--- config.mk ---
export PLATFORM = sky130hd
export DESIGN_NAME = data_island_packet_serializer
export DESIGN_NICKNAME = d
export VERILOG_FILES = /design/src/rtl/data_island_packet_serializer.sv
export SDC_FILE = /design/constraint.sdc
export NUM_CORES = 1
export LEC_CHECK = 0
export BUFFER_PORTS_ARGS = -buffer_cell sky130_fd_sc_hd__buf_4
export CAP_MARGIN = 5
export CORE_MARGIN = 2
export CORE_UTILIZATION = 45
export CTS_CLUSTER_SIZE = 16
export DETAILED_ROUTE_END_ITERATION = 10
export GPL_ROUTABILITY_DRIVEN = 0
export PLACE_DENSITY = 0.69
export SETUP_SLACK_MARGIN = 0.3
export SLEW_MARGIN = 20
export SYNTH_ARGS = -nofsm -noshare
export SYNTH_HDL_FRONTEND = slang
export SYNTH_SLANG_ARGS = --single-unit
export TNS_END_PERCENT = 1
--- constraint.sdc ---
create_clock -name clk_pixel -period 8.8 [get_ports clk_pixel]
set_input_delay 0.88 -clock clk_pixel [delete_from_list [all_inputs] [get_ports clk_pixel]]
set_output_delay 0.88 -clock clk_pixel [all_outputs]
set_load 0.03 [all_outputs]
--- src/rtl/data_island_packet_serializer.sv ---
// HDMI data-island packet serializer: captures header + 4 subpackets at slot 0, appends BCH parity,
// and emits one 9-bit slice per pixel clock over 32 slots with a single register stage.
module data_island_packet_serializer (
    input  logic             clk_pixel,
    input  logic             reset,
    input  logic             data_island_period,
    input  logic [23:0]      header,
    input  logic [3:0][55:0] sub,
    output logic [8:0]       packet_data,
    output logic             packet_valid,
    output logic             packet_last,
    output logic             packet_abort
);

    logic [4:0]       slot;
    logic [23:0]      hdr_q;
    logic [3:0][55:0] sub_q;
    logic [7:0]       ecc_h_q;
    logic [3:0][7:0]  ecc_s_q;

    logic [23:0]      hdr_w;
    logic [3:0][55:0] sub_w;
    logic [7:0]       ecc_h_cur;
    logic [7:0]       ecc_h_nxt;
    logic [3:0][7:0]  ecc_s_cur;
    logic [3:0][7:0]  ecc_s_mid;
    logic [3:0][7:0]  ecc_s_nxt;
    logic [8:0]       slice;

    function automatic logic [7:0] bch_step(input logic [7:0] e, input logic b);
        return (e >> 1) ^ (((e[0] ^ b) == 1'b1) ? 8'h83 : 8'h00);
    endfunction

    // Slot 0 is served straight from the inputs so the 1-cycle latency holds; ECC restarts from 0 there.
    always_comb begin
        hdr_w     = (slot == 5'd0) ? header : hdr_q;
        sub_w     = (slot == 5'd0) ? sub    : sub_q;
        ecc_h_cur = (slot == 5'd0) ? 8'h00  : ecc_h_q;
        ecc_s_cur = (slot == 5'd0) ? '0     : ecc_s_q;
        ecc_h_nxt = ecc_h_cur;
        ecc_s_mid = ecc_s_cur;
        ecc_s_nxt = ecc_s_cur;
        slice     = '0;

        if (slot < 5'd24) begin
            ecc_h_nxt = bch_step(ecc_h_cur, hdr_w[slot]);
            slice[0]  = hdr_w[slot];
        end else begin
            slice[0]  = ecc_h_q[slot[2:0]];
        end

        for (int i = 0; i < 4; i++) begin
            if (slot < 5'd28) begin
                ecc_s_mid[i] = bch_step(ecc_s_cur[i], sub_w[i][{slot, 1'b0}]);
                ecc_s_nxt[i] = bch_step(ecc_s_mid[i], sub_w[i][{slot, 1'b1}]);
                slice[1+i]   = sub_w[i][{slot, 1'b0}];
                slice[5+i]   = sub_w[i][{slot, 1'b1}];
            end else begin
                // Parity registers are final here: the last data update happened in slot 27.
                slice[1+i]   = ecc_s_q[i][{slot[1:0], 1'b0}];
                slice[5+i]   = ecc_s_q[i][{slot[1:0], 1'b1}];
            end
        end
    end

    always_ff @(posedge clk_pixel) begin
        if (reset) begin
            slot         <= '0;
            hdr_q        <= '0;
            sub_q        <= '0;
            ecc_h_q      <= '0;
            ecc_s_q      <= '0;
            packet_data  <= '0;
            packet_valid <= 1'b0;
            packet_last  <= 1'b0;
            packet_abort <= 1'b0;
        end else begin
            packet_valid <= data_island_period;
            packet_last  <= data_island_period && (slot == 5'd31);
            packet_abort <= !data_island_period && (slot != 5'd0);
            packet_data  <= data_island_period ? slice : 9'd0;
            if (data_island_period) begin
                slot    <= slot + 5'd1;
                ecc_h_q <= ecc_h_nxt;
                ecc_s_q <= ecc_s_nxt;
                if (slot == 5'd0) begin
                    hdr_q <= header;
                    sub_q <= sub;
                end
            end else begin
                slot    <= '0;
                ecc_h_q <= '0;
                ecc_s_q <= '0;
            end
        end
    end

endmodule

==> results by group <==
Setup path
  – Critical path's largest stage delay: 0.88 ns
  – CP max stage cell: a2111oi_0
  – FF-to-FF path depth: 12
  – Worst R2R Setup Slack: 3.91 ns
  – Worst Path Class, Setup: flop to flop
  – CP top delay family: compound AO/OA/AOI/OAI gates
  – CP most frequent cell: a2111oi_0
  – CP endpoint kind: flop
  – Required @ worst endpoint: ~9.2 ns
  – Worst Setup SP: slot[1]$_SDFF_PP0_
  – Worst Path Buf+Inv: 3
  – Arr. time, crit path: 5.31 ns
  – Crit-path cells: inv_1 > buf_4 > ha_1 > nor4b_4 > buf_12 > mux4_2 > a2111oi_0 > a2111oi_0 > nor4_1 > a21oi_1 > or2_2 > o21a_1
  – Reg-to-Reg End: ecc_s_q[31]$_SDFF_PP0_
  – Worst Path Max Fanout: ~110
  – CP Launch Type: flop
  – Worst r2r src: slot[1]$_SDFF_PP0_

Route
  – Final ANT Viol Nets: 0
  – Detailed Route Iter0 Violations: between 1,000 and 1,500
  – Via-per-instance ratio: roughly 5.7
  – DRC Markers: 0
  – DRT Pass-1 Iters: 6
  – Via count: approximately 15,000
  – Routed WL: approximately 50,000 microns
  – Mean routed wirelength per cell: 19.6 microns

Layout
  – Nets: approximately 2,300
  – Area delta synth->final: 21.5%
  – Finished Cell Area: approximately 0.018 sq mm
  – Fraction of layout cells with a size suffix above 1: 0.207

Global route
  – Number of global-route vias before repair: ~14,000
  – Initial antenna violation count: 7
  – First-pass GRT wire length: just under 80,000 microns
  – Pin count of the biggest net entering global routing: roughly 110
  – GRT overflow: 0
  – Gr usage total: 0.276

Synth
  – Post-synthesis compound-gate area fraction: 0.167
  – Largest family of logic cells by synthesized area: simple AND/OR/NAND/NOR gates
  – Post-synthesis sequential area ratio: 0.401
  – Post-synthesis simple-gate area fraction: 0.224
  – Synth Net Count: 2,177
  – Synth Area per Inst: around 7.9 sq um
  – Most used DFF post-synth: dfxtp_1
  – Async SR Flop Fraction: 0
  – Post-Synth XOR/XNOR Area: 0.0158
  – Cells after synthesis: about 1,900
  – EDFF count, synth: 0
  – Cell taking the most area after synthesis: dfxtp_1
  – Post-Synth Adder-Cell Area: 0.00247
  – Top cell type's share of synthesized area: 0.401
  – Mux cell area share after synthesis: 0.140
  – Netlist Area Pre-Place: 0.0152 sq mm
  – Distinct cells, synth: 71
  – Synth top area cells: dfxtp_1 40%, nand2_1 17%, a21oi_1 10%, mux4_2 9.0%, mux2i_1 4.4%
  – Seq cells post-synth: slightly above 300
  – YS warnings: 0

Timing
  – Setup TNS: 0 ns
  – Share of the clock period used by the worst path: 0.556
  – Fmax achieved: 0.204 GHz
  – Slew HR: 0.253
  – Worst Skew: about 0.015 ns
  – Period minus WS final: between 4 and 5 ns
  – Max-slew violations: 0
  – RSZ-0062 raised after global routing: no
  – Least-Margin Pin Slew: roughly 1.1 ns
  – # setup viols final: 0
  – Hold Fails Final Rpt: 0

Hold path
  – Worst min-delay path category: flop to flop
  – Min-delay src: sub_q[201]$_SDFFE_PP0P_
  – Hold path depth: 2
  – Hold EP: sub_q[201]$_SDFFE_PP0P_

Die
  – Starting Density: 0.455
  – Die height: about 190 microns
  – Core Region: around 0.033 sq mm
  – # IOs: approximately 260
  – Die ar.: between 0.03 and 0.04 sq mm
  – Num rows: 67
  – Die Wd: about 190 microns

Power and ir drop
  – LEAKAGE: between 7 and 8 nW
  – PwrDens: around 200 mW/mm^2
  – Max IR drop VDD: around 0.15 mV

Place
  – PortBufs: around 260
  – DP Area: 0.0172 sq mm
  – DP HPWL: between 30,000 and 40,000 microns

Clock network
  – Worst-path clk slew: 0.06 ns
  – CTS tree: yes
  – Clock Path Buffers: 3
  – Clk sink count: 305
  – CTS Hold Bufs: 0
  – CTS resizes: 0
  – Clock Latency Late Sink: around 0.54 ns
  – CTS root buffer: clkbuf_16
  – CTS H-tree depth: 2
  – # Post-CTS Setup Buffers: 0
  – Num CTS Buffers: 36

Outcome
  – Status: finished clean

Flow run
  – MaxCap Viol Count: 0
[final cells by class]
type | count | area (sq um)
Sequential cell | 305 | 6110
Tap cell | 448 | 561
Antenna cell | 3 | 7.51
Timing Repair Buffer | 286 | 2190
Fill cell | 3088 | 15000
Multi-Input combinational cell | 1451 | 8380
Clock inverter | 17 | 203
Inverter | 6 | 22.5
Clock buffer | 49 | 1020
[synth_stat cells, types with 3 or more instances]
| library cell | instances |
|---|---|
| and3_1 | 6 |
| o32a_1 | 3 |
| buf_4 | 6 |
| buf_2 | 21 |
| xnor2_1 | 17 |
| mux2i_1 | 67 |
| a2111oi_0 | 7 |
| a32oi_1 | 5 |
| ha_1 | 3 |
| buf_1 | 13 |
| dfxtp_1 | 305 |
| nor3b_1 | 6 |
| o21ai_0 | 27 |
| mux2_2 | 8 |
| a31oi_1 | 12 |
| o211ai_1 | 3 |
| a311oi_1 | 7 |
| nor2_1 | 51 |
| inv_2 | 3 |
| o311a_1 | 3 |
| a221oi_1 | 4 |
| a211oi_1 | 15 |
| clkbuf_1 | 113 |
| o221ai_1 | 4 |
| nor3_1 | 10 |
| buf_6 | 7 |
| mux4_2 | 61 |
| nand2_1 | 702 |
| o22ai_1 | 13 |
| nand4_1 | 5 |
| nand3_1 | 34 |
| xor2_1 | 6 |
| nand3b_1 | 11 |
| o2111ai_1 | 3 |
| a21oi_1 | 311 |
| and2_1 | 6 |
[placed cells by master (no fill, tap or decap), types with 7 or more instances in the layout]
cell type    n
xnor2_1     17
a2111oi_0    7
mux2i_1     67
dfxtp_1    303
clkbuf_16   36
o22ai_1     13
nor3_1      10
mux4_2      61
nor2_1      50
a311oi_1     7
clkinv_2     8
o21ai_0     27
mux2_2       8
nand3b_1    11
clkbuf_8     8
nand3_1     34
a21oi_1    311
buf_4      283
a211oi_1    15
nand2_1    701
a31oi_1     12
[power by group]
group / switching, mW / internal [mW] / total [mW]
Sequential: 0.0461 / 1.46 / 1.51
Clock: 0.611 / 0.910 / 1.52
Combinational: 0.327 / 0.253 / 0.580
Total: 0.985 / 2.63 / 3.61
[through the flow]
stage	std cells	hold WS (ns)	util	setup WS (ns)	power [mW]
3_3_place_gp	2495	0.438	0.515	4.09	2.10
5_1_grt	2562	0.467	0.552	3.77	3.75
2_1_floorplan	1923	0.431	-	4.63	1.90
4_1_cts	2561	0.453	0.552	4.01	3.62
3_5_place_dp	2495	0.444	0.515	4.03	2.11
6_report	2565	0.452	0.553	3.91	3.61
[sequential cells by signal, indices dropped and copies added, names as in the netlist]
name and flops:
packet_data 9, hdr_q 24, slot 5, packet_valid 1
sub_q 224, ecc_s_q 32, ecc_h_q 8, packet_abort 1
packet_last 1
[worst reg2reg max path, cell delays in order, from the launching register on]
cell	delay, ns
dfxtp_2	0.49
inv_1	0.11
buf_4	0.39
ha_1	0.25
nor4b_4	0.29
buf_12	0.50
mux4_2	0.48
a2111oi_0	0.88
a2111oi_0	0.20
nor4_1	0.58
a21oi_1	0.12
or2_2	0.33
o21a_1	0.18
[logic make-up after synthesis]
| kind of cell | count (synthesis) |
|---|---|
| and+or+nand+nor | 846 |
| AOI/OAI and AO/OA | 441 |
| DFF | 305 |
| buffers and inverters | 167 |
| muxes | 136 |
| xor gates and xnor gates | 25 |
| adders and majority gates | 3 |
[layer usage]
metal  track usage  vias up  part of all wire
met3        0.0565       94             0.083
met1         0.369     7023              0.42
li1              -     6935                 -
met5             0        -           0.00088
met2         0.449      609              0.47
met4        0.0884        8             0.030
[how the worst max path moves through the flow]
stage	end	slack (ns)	depth (start not counted)
2_1_floorplan	ecc_s_q[31]$_SDFF_PP0_	4.63	16
3_3_place_gp	ecc_s_q[1]$_SDFF_PP0_	4.09	13
3_5_place_dp	ecc_s_q[31]$_SDFF_PP0_	4.03	12
4_1_cts	ecc_s_q[31]$_SDFF_PP0_	4.01	12
5_1_grt	ecc_s_q[1]$_SDFF_PP0_	3.77	13
6_report	ecc_s_q[31]$_SDFF_PP0_	3.91	12
No activity file was read; power rests on OpenSTA's default activity.
